==> src/rtl/seven_seg_pkg.sv <==
// Shared types and constants for the 7-segment scan controller.
package seven_seg_pkg;

   typedef enum logic [1:0] {IDLE, BLANK, SHOW} state_e;

   localparam logic [7:0]  CATHODE_BLANK = 8'hFF;
   localparam logic [31:0] ANODE_OFF     = '1;

endpackage

==> src/rtl/seven_seg_scan_ctrl_if.sv <==
// Display-word load channel (valid/ready) into the scan controller.
interface seven_seg_scan_ctrl_if #(parameter int NUM_DIGITS = 8);

   logic [4*NUM_DIGITS-1:0] digits_in;
   logic [NUM_DIGITS-1:0]   dp_in;
   logic [NUM_DIGITS-1:0]   den_in;
   logic                    lzs_in;
   logic                    load_valid;
   logic                    load_ready;

   modport master (output digits_in, dp_in, den_in, lzs_in, load_valid, input load_ready);
   modport slave  (input digits_in, dp_in, den_in, lzs_in, load_valid, output load_ready);

endinterface

==> src/rtl/seven_seg_decoder.sv <==
// BCD to active-low {dp,g..a}; values 10..15 leave all segments off.
module seven_seg_decoder (
   input  logic [3:0] number,
   input  logic       dec_point,
   output logic [7:0] cathode
);

   logic [6:0] seg;

   always_comb begin
      seg = 7'h7F;
      case (number)
         4'd0: seg = 7'h40;
         4'd1: seg = 7'h79;
         4'd2: seg = 7'h24;
         4'd3: seg = 7'h30;
         4'd4: seg = 7'h19;
         4'd5: seg = 7'h12;
         4'd6: seg = 7'h02;
         4'd7: seg = 7'h78;
         4'd8: seg = 7'h00;
         4'd9: seg = 7'h10;
         default: seg = 7'h7F;
      endcase
      cathode = {~dec_point, seg};
   end

endmodule

==> src/rtl/seven_seg_scan_ctrl.sv <==
// Multiplexed scan of NUM_DIGITS common-anode digits with a double-buffered,
// frame-synchronous display word so updates never tear mid-frame.
module seven_seg_scan_ctrl
   import seven_seg_pkg::*;
#(
   parameter int NUM_DIGITS  = 8,
   parameter int DIGIT_TICKS = 100000,
   parameter int BLANK_TICKS = 2000
) (
   input  logic                  clk,
   input  logic                  reset,
   input  logic                  enable,
   seven_seg_scan_ctrl_if.slave  ld,
   output logic [NUM_DIGITS-1:0] anode,
   output logic [7:0]            cathode,
   output logic                  frame_tick
);

   localparam int CW = $clog2(DIGIT_TICKS);
   localparam int IW = (NUM_DIGITS > 1) ? $clog2(NUM_DIGITS) : 1;
   localparam logic [CW-1:0] BLANK_END = CW'(BLANK_TICKS - 1);
   localparam logic [CW-1:0] SLOT_END  = CW'(DIGIT_TICKS - 1);
   localparam logic [IW-1:0] LAST_IDX  = IW'(NUM_DIGITS - 1);

   state_e                  state_q, state_d;
   logic [CW-1:0]           cnt_q, cnt_d;
   logic [IW-1:0]           idx_q, idx_d;
   logic                    frame_end;

   logic [4*NUM_DIGITS-1:0] act_dig_q, pend_dig_q;
   logic [NUM_DIGITS-1:0]   act_dp_q, pend_dp_q, act_den_q, pend_den_q;
   logic                    act_lzs_q, pend_lzs_q, pend_full_q;
   logic                    accept;

   logic [NUM_DIGITS-1:0]   anode_q, anode_d, lzs_mask;
   logic [7:0]              cathode_q, cathode_d, dec_cathode;
   logic                    ftick_q;
   logic                    sup;
   logic [3:0]              cur_num;
   logic                    cur_dp;

   always_comb begin
      state_d   = state_q;
      cnt_d     = cnt_q;
      idx_d     = idx_q;
      frame_end = 1'b0;
      if (!enable) begin
         state_d = IDLE;
         cnt_d   = '0;
         idx_d   = '0;
      end else begin
         case (state_q)
            IDLE: begin
               state_d = BLANK;
               cnt_d   = '0;
               idx_d   = '0;
            end
            BLANK: begin
               cnt_d = cnt_q + 1'b1;
               if (cnt_q == BLANK_END) state_d = SHOW;
            end
            SHOW: begin
               if (cnt_q == SLOT_END) begin
                  cnt_d   = '0;
                  state_d = BLANK;
                  if (idx_q == LAST_IDX) begin
                     idx_d     = '0;
                     frame_end = 1'b1;
                  end else begin
                     idx_d = idx_q + 1'b1;
                  end
               end else begin
                  cnt_d = cnt_q + 1'b1;
               end
            end
            default: state_d = IDLE;
         endcase
      end
   end

   // A digit is zero-suppressed only while every digit above it is too.
   always_comb begin
      sup      = 1'b1;
      lzs_mask = '0;
      for (int i = NUM_DIGITS - 1; i > 0; i--) begin
         sup         = sup & act_lzs_q & (act_dig_q[4*i +: 4] == 4'd0) & ~act_dp_q[i];
         lzs_mask[i] = sup;
      end
   end

   assign cur_num = act_dig_q[4*idx_q +: 4];
   assign cur_dp  = act_dp_q[idx_q];

   seven_seg_decoder u_dec (
      .number    (cur_num),
      .dec_point (cur_dp),
      .cathode   (dec_cathode)
   );

   always_comb begin
      anode_d   = ANODE_OFF[NUM_DIGITS-1:0];
      cathode_d = CATHODE_BLANK;
      if (state_q == SHOW) begin
         anode_d[idx_q] = 1'b0;
         if (act_den_q[idx_q] && !lzs_mask[idx_q]) cathode_d = dec_cathode;
      end
   end

   assign accept = ld.load_valid & ~pend_full_q;

   always_ff @(posedge clk or posedge reset) begin
      if (reset) begin
         state_q   <= IDLE;
         cnt_q     <= '0;
         idx_q     <= '0;
         anode_q   <= ANODE_OFF[NUM_DIGITS-1:0];
         cathode_q <= CATHODE_BLANK;
         ftick_q   <= 1'b0;
      end else begin
         state_q   <= state_d;
         cnt_q     <= cnt_d;
         idx_q     <= idx_d;
         anode_q   <= anode_d;
         cathode_q <= cathode_d;
         ftick_q   <= frame_end;
      end
   end

   // Accept needs pending empty and swap needs it full, so they never coincide.
   always_ff @(posedge clk or posedge reset) begin
      if (reset) begin
         act_dig_q   <= '0;
         act_dp_q    <= '0;
         act_den_q   <= '0;
         act_lzs_q   <= 1'b0;
         pend_dig_q  <= '0;
         pend_dp_q   <= '0;
         pend_den_q  <= '0;
         pend_lzs_q  <= 1'b0;
         pend_full_q <= 1'b0;
      end else begin
         if (frame_end && pend_full_q) begin
            act_dig_q   <= pend_dig_q;
            act_dp_q    <= pend_dp_q;
            act_den_q   <= pend_den_q;
            act_lzs_q   <= pend_lzs_q;
            pend_full_q <= 1'b0;
         end
         if (accept) begin
            pend_dig_q  <= ld.digits_in;
            pend_dp_q   <= ld.dp_in;
            pend_den_q  <= ld.den_in;
            pend_lzs_q  <= ld.lzs_in;
            pend_full_q <= 1'b1;
         end
      end
   end

   assign ld.load_ready = ~pend_full_q;
   assign anode         = anode_q;
   assign cathode       = cathode_q;
   assign frame_tick    = ftick_q;

endmodule

==> src/flat_wrapper.sv <==
// flat-port wrapper written by rule: the top's interface ports become plain ports
module seven_seg_scan_ctrl_flat import seven_seg_pkg::*;
#(
   parameter int NUM_DIGITS  = 8,
   parameter int DIGIT_TICKS = 100000,
   parameter int BLANK_TICKS = 2000
)
  (clk, reset, enable, anode, cathode, frame_tick, ld_digits_in, ld_dp_in, ld_den_in, ld_lzs_in, ld_load_valid, ld_load_ready);
  seven_seg_scan_ctrl_if #(.NUM_DIGITS(NUM_DIGITS)) ld_i ();
  input  logic clk;
  input  logic reset;
  input  logic enable;
  output logic [NUM_DIGITS-1:0] anode;
  output logic [7:0] cathode;
  output logic frame_tick;
  input wire logic [$bits(ld_i.digits_in)-1:0] ld_digits_in;
  input wire logic [$bits(ld_i.dp_in)-1:0] ld_dp_in;
  input wire logic [$bits(ld_i.den_in)-1:0] ld_den_in;
  input wire logic [$bits(ld_i.lzs_in)-1:0] ld_lzs_in;
  input wire logic [$bits(ld_i.load_valid)-1:0] ld_load_valid;
  output wire logic [$bits(ld_i.load_ready)-1:0] ld_load_ready;
  assign ld_i.digits_in = ld_digits_in;
  assign ld_i.dp_in = ld_dp_in;
  assign ld_i.den_in = ld_den_in;
  assign ld_i.lzs_in = ld_lzs_in;
  assign ld_i.load_valid = ld_load_valid;
  assign ld_load_ready = ld_i.load_ready;
  seven_seg_scan_ctrl #(.NUM_DIGITS(NUM_DIGITS), .DIGIT_TICKS(DIGIT_TICKS), .BLANK_TICKS(BLANK_TICKS)) u_core (.clk(clk), .reset(reset), .enable(enable), .ld(ld_i), .anode(anode), .cathode(cathode), .frame_tick(frame_tick));
endmodule
==> config.mk <==
export PLATFORM = sky130hd
export DESIGN_NAME = seven_seg_scan_ctrl_flat
export DESIGN_NICKNAME = d
export VERILOG_FILES = /design/src/rtl/seven_seg_pkg.sv /design/src/rtl/seven_seg_scan_ctrl_if.sv /design/src/rtl/seven_seg_decoder.sv /design/src/rtl/seven_seg_scan_ctrl.sv /design/src/flat_wrapper.sv
export SDC_FILE = /design/constraint.sdc
export NUM_CORES = 1
export LEC_CHECK = 0
export CORE_MARGIN = 4
export CORE_UTILIZATION = 65
export CTS_CLUSTER_DIAMETER = 60
export DETAILED_ROUTE_END_ITERATION = 7
export DONT_BUFFER_PORTS = 1
export PLACE_DENSITY_LB_ADDON = 0.08
export SLEW_MARGIN = 30
export SYNTH_ARGS = -nofsm -noshare
export SYNTH_HDL_FRONTEND = slang
export SYNTH_HIERARCHICAL = 1
export SYNTH_SLANG_ARGS = --single-unit
export TNS_END_PERCENT = 20
==> constraint.sdc <==
create_clock -name clk -period 11.25 [get_ports clk]
set_clock_uncertainty 0.05 [all_clocks]
set_input_delay 3.375 -clock clk [delete_from_list [all_inputs] [get_ports clk]]
set_output_delay 3.375 -clock clk [all_outputs]
set_load 0.01 [all_outputs]
After elaboration in Yosys (flattened, before gate mapping):

Memories as Yosys holds them, arrays and structs flattened.
Index checks and enable logic that the tools add are counted.
Widths: inputs -> output; s select.

* muxes and demuxes: 28
* bitwise gates (word level): 31
* shift-type cells: 1
* $add $sub $neg: 2
* reductions and logical operators: 15
* equality and inequality tests: 9
* order comparisons: 2

Operators by type and width (number)
* $pmux 17 s3: 1
* $mux 17: 2
* $shiftx 32x6->4: 1
* $logic_not 4->1: 7
* $mux 8: 3
* $and 1x1->1: 21
* $add 17x1->17 const B: 1
* $eq 17x11->1 const B: 1
* $eq 17x17->1 const B: 1
* $mux 1: 10
* $bmux 1 s3: 3
* $mux 3: 3
* $not 1->1: 9
* $not 8->8: 1
* $mux 2: 3
* $ne 3x2->1 const B: 2
* $pmux 2 s3: 1
* $pmux 3 s2: 1
* $lt 3x4->1 const B: 1
* $ne 4x1->1 const B: 1
* $reduce_and 2->1: 2
* $add 3x1->3 const B: 1
* $demux 1 s3: 1
* $eq 3x3->1 const B: 1
* 8 further kinds: 10

* output and inout port bits: 18
* ROM bits: 112
* memories kept: 1
* word-level logic and storage cells: 104
* input port bits: 53
* register bits after elaboration: 138

Memories
* (name not given): depth 16, width 7, rd ports 1, clocked after Yosys merged registers in 0, wr ports 0, line seven_seg_decoder.sv:12 `case (number)`

Longest topological paths before layout:

Gate-level depths: netlist of run 1.

* depth after elaboration: 27
* mapped depth: 11
* mapped depth without buffers: 9

By module:

The synthesis of run 1 kept the hierarchy.

Modules (own cells, without submodules)
* seven_seg_scan_ctrl: area an instance 6243.5 um^2, times used 1, sequential area each 3473.3 um^2, cells each 450
* seven_seg_decoder: area an instance 214.0 um^2, times used 1, sequential area each 0.0 um^2, cells each 34

Worst setup path after synthesis of run 1:

OpenSTA, ideal clock, no wires.

* path type: input to register
* start: in ld_load_valid
* end: reg u_core.pend_den_q[0]
* setup time: 125 ps
* setup slack: 6422 ps
* arrival time: 4653 ps
* stages: 4
* path buffers: 2
* required time: 11075 ps
* cell sequence: nor2b_1 -> clkbuf_1 -> buf_1 -> mux2_2

* word-level cells in the longest chain between the ends: 1

RTL lines
* from (decl): line flat_wrapper.sv:20 `input wire logic [$bits(ld_i.load_valid)-1:0] ld_load_valid;`
* $and 1x1->1: line seven_seg_scan_ctrl.sv:109 `assign accept = ld.load_valid & ~pend_full_q;`
* to (signal assigned): line seven_seg_scan_ctrl.sv:152 `pend_den_q <= ld.den_in;`
* to (decl): line seven_seg_scan_ctrl.sv:31 `logic [NUM_DIGITS-1:0] act_dp_q, pend_dp_q, act_den_q, pend_den_q;`

Every way passes these cells.
A chain may end at the register's enable or synchronous reset.

Worst setup path after layout of run 1:

* start: reg u_core.pend_full_q
* end: out ld_load_ready

* word-level cells in the longest chain between the ends: 1

RTL lines
* from (decl): line seven_seg_scan_ctrl.sv:32 `logic act_lzs_q, pend_lzs_q, pend_full_q;`
* from (signal assigned): line seven_seg_scan_ctrl.sv:140 `pend_full_q <= 1'b0;`
* from (signal assigned): line seven_seg_scan_ctrl.sv:147 `pend_full_q <= 1'b0;`
* from (signal assigned): line seven_seg_scan_ctrl.sv:154 `pend_full_q <= 1'b1;`
* $not 1->1: line seven_seg_scan_ctrl.sv:159 `assign ld.load_ready = ~pend_full_q;`
* to (decl): line flat_wrapper.sv:21 `output wire logic [$bits(ld_i.load_ready)-1:0] ld_load_ready;`

Every way passes these cells.

==> qor.csv, run 1 <==
stage,metric,value,unit
outcome,status,completed,
clock_network,clk buf depth,2,
yosys,Netlist cell types,50,
job,Max-Cap Viols,0,
timing,Slew headroom,0.3838,
worst_setup_path,Setup crit end kind,output pin,
pwr,sw frac,0.2059,
global_routing,vias in the first global route,3939,
die,CORE AREA,0.009729,mm²
worst_setup_path,Critical Path Fanout Max,3,
yosys,post-synthesis async set-or-reset flop share,1.000,
yosys,Post-synth top cells,"122 x dfrtp_1, 55 x mux2_2, 49 x mux2_4, 37 x nor2_1, 24 x nand2_1",
clock_network,CTS tree,built,
worst_setup_path,CP required,7830,ps
timing,count of final setup violators,0,
worst_setup_path,Critical-path top delay cell,dfrtp_1,
cells_and_area,area grow syn2layout,10.04,%
pwr,Flop pwr share,0.497,
timing,worst hold margin,448.3,ps
pwr,pwr/cell area,150.7,mW/mm²
yosys,Main synth FF type,dfrtp_1,
routing,DRT iter0 DRCs,365,
clock_network,Post-CTS Resized,0,
die,Initial Util,0.6637,
yosys,register area share after synthesis,0.5379,
die,Die Width,107.7,µm
clock_network,cts bufs inserted,17,
global_routing,first-pass GRT wire length,19710,µm
cells_and_area,Filler cells,655,
worst_setup_path,cell chain of the critical path,inv_1,
timing,Final min period,4527,ps
place,GPL Wtd Cong,0.8418,
clock_network,# hold bufs at CTS,0,
yosys,Syn Std Cell Area,0.006457,mm²
routing,total wire length,12030,µm
worst_hold_path,WHS Path Cells,1,
worst_setup_path,"delay-heaviest family, CP",flip-flops,
cells_and_area,"Net count, final",549,
worst_setup_path,crit-path max cell delay,420,ps
cells_and_area,fraction of layout cells with a size suffix above 1,0.3461,
clock_network,"Clk Latency, worst-skew pair",510,ps
clock_network,H-Tree Depth,4,
global_routing,initial antenna violation count,1,
clock_network,Setup Buffers After CTS,0,
yosys,post-synth top area cell,dfrtp_1,
clock_network,clk slew on worst S/H paths,60,ps
worst_hold_path,path type of the worst min-delay path,register to register,
timing,Max Clock Freq,220.9,MHz
global_routing,largest net degree at the start of global routing,74,
die,die area,0.01159,mm²
pwr,maximum vdd drop,0.09496,mV
pwr,Clk network pwr share,0.465,
pwr,Psw,0.2205,mW
timing,Setup TNS,0,ps
worst_setup_path,CP arrival,1100,ps
yosys,"EDFF count, synth",0,
worst_setup_path,"Buf+Inv Stages, Crit Path",1,
global_routing,Total Routing Usage GR,0.2222,
yosys,Mapped Cells,484,
yosys,most frequent cell after synthesis,dfrtp_1,
worst_setup_path,reg2reg path depth,6,
routing,via count,3793,
die,die height,107.7,µm
yosys,synth top area cells,"dfrtp_1 47%, mux2_4 11%, mux2_2 9.6%",
worst_setup_path,crit path launch type,register,
yosys,Syn Area/Cell,13.34,µm²
die,num rows,36,
cells_and_area,cell area after layout,0.007106,mm²
clock_network,Sinks on Clock Net,138,
pwr,combinational share of power,0.038,
timing,Pins Over Slew Limit,0,
timing,unrepaired setup endpoints after global routing,false,
yosys,top-area cell type share of the netlist area,0.4728,
place,number of port buffers,0,
routing,DRC Markers,0,
routing,drt wl/cell,19.06,µm
place,DPL Wire Length,7910,µm
routing,vias per std cell,6.011,
yosys,Syn Nets,549,
routing,Final ANT Viol Nets,0,
yosys,Yosys reg bits,138,
place,placed cell area,0.006525,mm²
pwr,LEAKAGE,3.307,nW
worst_setup_path,worst setup path class,register to output pin,
routing,drt first pass iters,4,
clock_network,clk root buf,clkbuf_8,
timing,crit share post-route,0.4024,
die,IO Count,71,
yosys,Yosys Warn Count,6,
global_routing,total grt overflow,0,
worst_setup_path,instance count on the critical path,1,
pwr,internal power,0.8505,mW
timing,Final Hold Viols,0,
timing,worst-margin pin slew,918.8,ps
==> per-stage QoR <==
stage / setup slack, ps / util / total power [mW] / instances
floorplan: 4155 / - / 0.5682 / 484
global placement: 6338 / 0.6705 / 0.5782 / 597
detailed placement: 6310 / 0.6707 / 0.5809 / 597
CTS: 6702 / 0.7265 / 1.081 / 629
global route: 6670 / 0.7303 / 1.111 / 631
finish: 6723 / 0.7303 / 1.071 / 631
==> cell usage in the layout (no fill, tap or decap), drive strengths merged, types with 2 or more instances in the layout <==
cell type / synthesis / layout
dfrtp: 122 / 122
mux2: 104 / 104
nor2: 37 / 37
clkbuf: 10 / 30
nand2: 24 / 24
dfstp: 16 / 16
nand3: 16 / 16
inv: 13 / 13
ha: 12 / 12
xor2: 10 / 10
mux4: 10 / 10
o21ai: 9 / 9
nor3: 7 / 7
a21oi: 7 / 7
and3: 6 / 6
o21a: 6 / 6
nand2b: 6 / 6
nand4: 6 / 6
nor2b: 6 / 6
nor4: 5 / 5
a31oi: 5 / 5
buf: 14 / 5
a21boi: 3 / 3
a211oi: 3 / 3
clkinv: 0 / 2
nor4b: 2 / 2
mux2i: 2 / 2
a22oi: 2 / 2
xnor2: 2 / 2
and2: 2 / 2
and4: 2 / 2
or4: 2 / 2
o221a: 2 / 2
==> worst reg2reg max path, stage by stage, from the launching register on <==
cell and delay, ps:
dfrtp_1 920, ha_1 300, ha_1 160, nand2_1 60, or3_2 510, buf_4 420, mux2_4 430
==> path summary, 6_finish.rpt <==
path	startpoint	slack (ps)	endpoint
hold / removal	u_core/pend_dig_q[28]$_DFFE_PP0P_	450	u_core/act_dig_q[28]$_DFFE_PP0P_
hold reg to reg	u_core/pend_dig_q[28]$_DFFE_PP0P_	450	u_core/act_dig_q[28]$_DFFE_PP0P_
setup / recovery	u_core/pend_full_q$_DFFE_PP0P_	6720	ld_load_ready
max in group asynchronous	reset	7280	u_core/pend_dig_q[8]$_DFFE_PP0P_
setup reg to reg	u_core/idx_q[1]$_DFFE_PP0P_	8270	u_core/act_dig_q[27]$_DFFE_PP0P_
min in group asynchronous	reset	2820	u_core/frame_tick$_DFF_PP0_
==> state kept, by name, summed over array words and instances (netlist names) <==
register            count
u_core/idx_q            3
u_core/frame_tick       1
u_core/pend_dig_q      32
u_core/pend_full_q      1
u_core/cathode          8
u_core/pend_dp_q        8
u_core/anode            8
u_core/act_den_q        8
u_core/state_q          2
u_core/cnt_q           17
u_core/act_lzs_q        1
u_core/pend_den_q       8
u_core/pend_lzs_q       1
u_core/act_dig_q       32
u_core/act_dp_q         8
==> final cells by class <==
type | count | area [µm²] | share of cell area
timing repair buffer | 5 | 57.56 | 0.008100
clock buffer | 30 | 533.0 | 0.07501
antenna | 1 | 2.502 | 0.0003522
multi-input combinational | 309 | 2810 | 0.3955
inverter | 13 | 51.30 | 0.007220
tap | 133 | 166.4 | 0.02342
sequential | 138 | 3475 | 0.4890
clock inverter | 2 | 10.01 | 0.001409
==> metal layers <==
metal	share of wire	global-route usage	wire (µm)
met1	0.43	0.2967	5167
met2	0.50	0.3481	5957
met3	0.053	0.05399	636
met4	0.022	0.09829	263
met5	0	0	0
==> logic make-up after synthesis <==
logic type / Yosys count / synth area share
simple gates: 128 / 0.1025
flops: 138 / 0.5379
fa+ha+maj: 12 / 0.02325
buf+inv: 37 / 0.02945
xor+xnor: 12 / 0.01628
compound gates: 41 / 0.04282
mux: 116 / 0.2478
==> power groups by stage <==
stage	logic, mW	clock network (mW)	registers (mW)
6_report	0.0408	0.498	0.532
5_1_grt	0.0465	0.530	0.534
2_1_floorplan	0.0338	0	0.534
4_1_cts	0.0404	0.508	0.532
3_3_place_gp	0.0386	0	0.540
3_5_place_dp	0.0402	0	0.541
Note: power is estimated with default switching activity, not from simulation.
==> inputs of run 2 (changes only) <==
--- a/config.mk
+++ b/config.mk
@@ -6,7 +6,7 @@
 export NUM_CORES = 1
 export LEC_CHECK = 0
 export CORE_MARGIN = 4
-export CORE_UTILIZATION = 65
+export CORE_UTILIZATION = 57
 export CTS_CLUSTER_DIAMETER = 60
 export DETAILED_ROUTE_END_ITERATION = 7
 export DONT_BUFFER_PORTS = 1
==> constraint.sdc (replaced) <==
create_clock -name clk -period 3.8 [get_ports clk]
set_clock_uncertainty 0.05 [all_clocks]
set_input_delay 1.14 -clock clk [delete_from_list [all_inputs] [get_ports clk]]
set_output_delay 1.14 -clock clk [all_outputs]
set_load 0.01 [all_outputs]
==> run 2 against run 1 <==
  * Global-route usage fell by 1.1 points
  * Setup slack got worse by 5900 ps
  * Cell count rose by 1.6%
  * Hold slack improved by 2.7 ps
  * Non-clock buffer count rose by 5
  * Sequential share of layout area fell by 0.85 points
  * Critical endpoint is now u_core/act_dig_q[16]$_DFFE_PP0P_
==> qor.csv, run 2 (synthesis results as in run 1) <==
stage,metric,value,unit,change
routing,DRT iter0 DRCs,210,,-42%
pwr,Clk network pwr share,0.484,,+0.019
job,Max-Cap Viols,0,,unchanged
clock_network,Setup Buffers After CTS,0,,unchanged
worst_setup_path,R2R Setup Slk,780,ps,-7490 ps
clock_network,"Clk Latency, worst-skew pair",420,ps,-90 ps
pwr,internal power,2.592,mW,+200%
cells_and_area,most frequent cells in the layout,"122 x dfrtp_1, 55 x mux2_2, 49 x mux2_4",,
global_routing,largest net degree at the start of global routing,60,,-19%
timing,Slew headroom,0.4185,,+0.03471
clock_network,CTS tree,built,,
clock_network,clk buf depth,2,,unchanged
place,number of port buffers,0,,unchanged
timing,Max Clock Freq,331.6,MHz,
pwr,combinational share of power,0.038,,about the same
timing,crit share post-route,0.7937,,
clock_network,H-Tree Depth,4,,unchanged
routing,total wire length,12470,µm,+3.7%
die,CORE AREA,0.01098,mm²,+13%
timing,Final min period,3016,ps,
global_routing,vias in the first global route,3952,,+0.33%
pwr,pwr/cell area,455.6,mW/mm²,+200%
routing,via count,3750,,-1.1%
global_routing,initial antenna violation count,0,,-1
timing,Pins Over Slew Limit,0,,unchanged
clock_network,# hold bufs at CTS,0,,unchanged
timing,Setup TNS,0,ps,unchanged
place,Setup WS pre-CTS,818.1,ps,-5492 ps
worst_setup_path,worst setup path class,register to register,,
die,Die Width,114.4,µm,+6.3%
worst_hold_path,path type of the worst min-delay path,register to register,,
global_routing,Total Routing Usage GR,0.2109,,-0.01130
pwr,sw frac,0.2129,,+0.007006
global_routing,total grt overflow,0,,unchanged
timing,worst hold margin,451.0,ps,+2.694 ps
die,IO Count,71,,unchanged
worst_setup_path,Setup crit end kind,register,,
clock_network,clk root buf,clkbuf_16,,
worst_setup_path,CP required,4050,ps,-3780 ps
place,GPL Wtd Cong,0.8442,,+0.29%
die,die height,114.4,µm,+6.3%
cells_and_area,area grow syn2layout,11.94,%,
routing,Final ANT Viol Nets,0,,unchanged
worst_setup_path,CP arrival,3270,ps,+2170 ps
clock_network,Sinks on Clock Net,138,,unchanged
clock_network,cts bufs inserted,17,,unchanged
pwr,LEAKAGE,3.366,nW,+1.8%
timing,count of final setup violators,0,,unchanged
routing,DRC Markers,0,,unchanged
timing,worst-margin pin slew,867.0,ps,-51.75 ps
cells_and_area,leading registers by flop count,"u_core/act_dig_q (32), u_core/pend_dig_q (32), u_core/cnt_q (17)",,
worst_setup_path,crit path launch type,register,,
worst_setup_path,Critical Path Fanout Max,28,,+25
timing,Final Hold Viols,0,,unchanged
timing,unrepaired setup endpoints after global routing,false,,
clock_network,Post-CTS Resized,0,,unchanged
die,num rows,38,,+5.6%
routing,vias per std cell,5.850,,-2.7%
pwr,maximum vdd drop,0.3738,mV,+290%
cells_and_area,utilization after layout,0.6581,,-0.07220
routing,drt wl/cell,19.46,µm,+2.1%
cells_and_area,"Net count, final",554,,+0.91%
cells_and_area,"commonest non-fill, non-tap cell in the layout",dfrtp_1,,
cells_and_area,antenna cells,0,,-1
place,DPL Wire Length,8783,µm,+11%
pwr,Psw,0.7010,mW,+220%
cells_and_area,fraction of layout cells with a size suffix above 1,0.3613,,+0.01520
die,die area,0.01310,mm²,+13%
cells_and_area,Final Non-Filler Cells,641,,+1.6%
place,dpl cells,609,,+2.0%
clock_network,clk slew on worst S/H paths,60,ps,about the same
outcome,status,completed,,
global_routing,first-pass GRT wire length,20930,µm,+6.2%
die,Initial Util,0.5879,,-0.07576
pwr,Flop pwr share,0.478,,-0.019
timing,Final WS setup,783.9,ps,-5939 ps
routing,drt first pass iters,4,,unchanged
run 2: cell count changes in the layout (fill, tap and decap cells not counted), moves of 3 or more:
cell / change
clkbuf_1: -5
clkbuf_8: -6
clkinv_4: +4
buf_12: +3
run 2: area by class of cell:
type                       instances  area [µm²]
clock buffer                      20       456.7
clock inverter                    11       122.6
fill                             785        3755
inverter                          13       52.55
multi-input combinational        309        2815
sequential                       138        3473
tap                              140       175.2
timing repair buffer              10       132.6
run 2: metal layers:
metal  vias up  track usage  routed length (µm)
met3        15      0.07400                 643
li1       1741            -                   -
met2        90       0.3326                6269
met4         0      0.08709                 207
met1      1904       0.2662                5351
met5         -            0                   0
run 2: final timing paths:
path	from	endpoint	cells after the start
min in group asynchronous	reset	u_core/idx_q[1]$_DFFE_PP0P_	1
max in group asynchronous	reset	u_core/pend_dig_q[13]$_DFFE_PP0P_	2
worst min-delay path	u_core/pend_dp_q[6]$_DFFE_PP0P_	u_core/act_dp_q[6]$_DFFE_PP0P_	1
worst min register to register	u_core/pend_dp_q[6]$_DFFE_PP0P_	u_core/act_dp_q[6]$_DFFE_PP0P_	1
worst max-delay path	u_core/cnt_q[0]$_DFFE_PP0P_	u_core/act_dig_q[16]$_DFFE_PP0P_	7
worst max register to register	u_core/cnt_q[0]$_DFFE_PP0P_	u_core/act_dig_q[16]$_DFFE_PP0P_	7
run 2: power by group through the flow:
stage               Sequential [mW]  Combinational (mW)  Clock, mW
floorplan                      1.58               0.100          0
finish                         1.57               0.126       1.59
detailed placement             1.60               0.125          0
global route                   1.58               0.144       1.70
CTS                            1.58               0.126       1.63
global placement               1.60               0.119          0
run 2: worst max-delay path, cell delays in order, from the launching register on:
cell,delay (ps)
dfrtp_1,380
ha_1,210
and3_1,210
and4b_1,360
nand3_4,140
or3_2,850
buf_12,330
mux2_4,320
run 2: metrics by stage:
stage	power, mW	area, µm²
floorplan	1.683	6461
global placement	1.717	6609
detailed placement	1.726	6609
CTS	3.328	7188
global route	3.425	7228
finish	3.293	7228
==> inputs of run 3 (changes only) <==
--- a/config.mk
+++ b/config.mk
@@ -6,7 +6,7 @@
 export NUM_CORES = 1
 export LEC_CHECK = 0
 export CORE_MARGIN = 4
-export CORE_UTILIZATION = 57
+export CORE_UTILIZATION = 63
 export CTS_CLUSTER_DIAMETER = 60
 export DETAILED_ROUTE_END_ITERATION = 7
 export DONT_BUFFER_PORTS = 1
==> constraint.sdc (replaced) <==
create_clock -name clk -period 3 [get_ports clk]
set_clock_uncertainty 0.05 [all_clocks]
set_input_delay 0.9 -clock clk [delete_from_list [all_inputs] [get_ports clk]]
set_output_delay 0.9 -clock clk [all_outputs]
set_load 0.01 [all_outputs]
==> run 3 against run 2 <==
  * Critical path type unchanged
  * First-iteration DRC count rose by 5.2%
  * Cell area increased by 0.12%
  * Utilization grew 7.6 points
  * Clock-buffer cell count up 1
==> qor.csv, run 3 (synthesis results as in run 1) <==
stage,metric,value,unit,change
cells_and_area,"Net count, final",554,,unchanged
cells_and_area,Filler cells,626,,-20%
die,Die Width,109.2,µm,-4.5%
timing,Final Hold Viols,0,,unchanged
worst_setup_path,Setup crit end kind,register,,
clock_network,clk root buf,clkbuf_8,,
die,die area,0.01193,mm²,-8.9%
worst_setup_path,reg2reg end,u_core/cathode[1]$_DFF_PP1_,,
outcome,status,completed,,
pwr,pwr/cell area,608.3,mW/mm²,+33%
worst_setup_path,worst r2r src,u_core/idx_q[0]$_DFFE_PP0P_,,
worst_setup_path,R2R Setup Slk,270,ps,-520 ps
routing,via count,3703,,-1.3%
worst_setup_path,CP required,3370,ps,-680 ps
worst_setup_path,reg2reg path depth,8,,+1
clock_network,Post-CTS Resized,0,,unchanged
pwr,Psw,0.8837,mW,+26%
worst_setup_path,CP arrival,3100,ps,-170 ps
timing,unrepaired setup endpoints after global routing,false,,
timing,worst-margin pin slew,682.3,ps,-184.8 ps
pwr,Final Power,4.402,mW,+34%
global_routing,largest net degree at the start of global routing,139,,+130%
clock_network,Setup Buffers After CTS,0,,unchanged
die,die height,109.2,µm,-4.5%
clock_network,cts bufs inserted,17,,unchanged
clock_network,clk buf depth,2,,unchanged
pwr,maximum vdd drop,0.5233,mV,+40%
routing,drt first pass iters,4,,unchanged
global_routing,first-pass GRT wire length,21000,µm,+0.36%
pwr,combinational share of power,0.035,,-0.003
cells_and_area,most frequent cells in the layout,"122 x dfrtp_1, 55 x mux2_2, 49 x mux2_4",,
place,number of port buffers,0,,unchanged
die,IO Count,71,,unchanged
timing,Max Clock Freq,366.1,MHz,+10%
timing,Final min period,2732,ps,-284.2 ps
timing,count of final setup violators,0,,unchanged
place,DPL Wire Length,8114,µm,-7.6%
routing,total wire length,12200,µm,-2.2%
clock_network,clk slew on worst S/H paths,60,ps,about the same
worst_hold_path,path type of the worst min-delay path,primary input to asynchronous set/reset pin,,
pwr,Clk network pwr share,0.512,,+0.028
pwr,LEAKAGE,3.369,nW,about the same
pwr,sw frac,0.2008,,-0.01210
timing,Setup TNS,0,ps,unchanged
global_routing,Total Routing Usage GR,0.2342,,+0.02331
pwr,Flop pwr share,0.453,,-0.025
cells_and_area,leading registers by flop count,"u_core/act_dig_q (32), u_core/pend_dig_q (32), u_core/cnt_q (17)",,
cells_and_area,antenna cells,0,,unchanged
clock_network,"Clk Latency, worst-skew pair",520,ps,+100 ps
cells_and_area,area grow syn2layout,12.07,%,
timing,crit share post-route,0.9106,,+0.1169
clock_network,Sinks on Clock Net,138,,unchanged
cells_and_area,fraction of layout cells with a size suffix above 1,0.3593,,-0.001996
global_routing,vias in the first global route,4080,,+3.2%
place,GPL Wtd Cong,0.8860,,+5.0%
global_routing,total grt overflow,0,,unchanged
clock_network,# hold bufs at CTS,0,,unchanged
timing,Slew headroom,0.5451,,+0.1267
routing,DRT iter0 DRCs,221,,+5.2%
clock_network,CTS tree,built,,
worst_setup_path,worst setup path class,register to register,,
worst_setup_path,crit path launch type,register,,
global_routing,initial antenna violation count,0,,unchanged
place,dpl cells,603,,-0.99%
timing,Pins Over Slew Limit,0,,unchanged
routing,Final ANT Viol Nets,0,,unchanged
routing,vias per std cell,5.841,,-0.16%
die,Initial Util,0.6546,,+0.06667
cells_and_area,"commonest non-fill, non-tap cell in the layout",dfrtp_1,,
pwr,internal power,3.518,mW,+36%
job,Max-Cap Viols,0,,unchanged
die,num rows,36,,-5.3%
routing,drt wl/cell,19.24,µm,-1.1%
cells_and_area,Final Non-Filler Cells,634,,-1.1%
clock_network,H-Tree Depth,4,,unchanged
routing,DRC Markers,0,,unchanged
worst_setup_path,Critical Path Fanout Max,14,,-50%
die,CORE AREA,0.009864,mm²,-10%
==> run 3: layout make-up <==
type,count,area [µm²],share of cell area
Clock inverter,10,187.7,0.02593
Multi-Input combinational cell,309,2810,0.3883
Sequential cell,138,3473,0.4799
Timing Repair Buffer,10,87.58,0.01210
Clock buffer,21,459.2,0.06345
Inverter,13,52.55,0.007261
Tap cell,133,166.4,0.02299
==> run 3: power groups by stage <==
stage | Clock, mW | Sequential, mW | Combinational (mW)
3_3_place_gp | 0 | 2.02 | 0.150
6_report | 2.25 | 1.99 | 0.156
3_5_place_dp | 0 | 2.03 | 0.158
4_1_cts | 2.30 | 1.99 | 0.159
2_1_floorplan | 0 | 2.00 | 0.127
5_1_grt | 2.40 | 2.00 | 0.181
==> run 3: metal layers <==
| layer | up-vias | GRT usage | wire length (µm) |
|---|---|---|---|
| met5 | - | 0 | 0 |
| met1 | 1854 | 0.3047 | 5353 |
| met2 | 94 | 0.3706 | 6076 |
| met3 | 17 | 0.07874 | 610 |
| met4 | 0 | 0.08103 | 156 |
| li1 | 1738 | - | - |
==> run 3: through the flow <==
stage | hold WS [ps] | util | area (µm²) | setup slack (ps)
after floorplan | 425.7 | - | 6461 | 310.7
after global placement | 438.5 | 0.6673 | 6583 | 327.3
after detailed placement | 448.3 | 0.6681 | 6590 | 250.4
after CTS | 410.3 | 0.7336 | 7237 | 234.0
after global routing | 406.6 | 0.7336 | 7237 | 94.64
final | 417.5 | 0.7336 | 7237 | 268.2
==> run 3: how the worst max path moves through the flow <==
stage                                 from                           to  slack [ps]  cells after the start
3_3_place_gp   u_core/idx_q[0]$_DFFE_PP0P_  u_core/cathode[1]$_DFF_PP1_         330                      8
5_1_grt        u_core/idx_q[0]$_DFFE_PP0P_  u_core/cathode[1]$_DFF_PP1_          90                      8
3_5_place_dp   u_core/idx_q[0]$_DFFE_PP0P_  u_core/cathode[1]$_DFF_PP1_         250                      8
6_report       u_core/idx_q[0]$_DFFE_PP0P_  u_core/cathode[1]$_DFF_PP1_         270                      8
4_1_cts        u_core/idx_q[0]$_DFFE_PP0P_  u_core/cathode[1]$_DFF_PP1_         230                      8
2_1_floorplan  u_core/idx_q[0]$_DFFE_PP0P_  u_core/cathode[3]$_DFF_PP1_         310                      9
==> run 3: critical path: stages, from the launching register on <==
cell     delay, ps
dfrtp_1        770
mux4_2         590
mux2_2         330
inv_1          130
ha_1           260
o21ai_0        150
o21ai_0        130
nor2_1         120
nand2_1         80
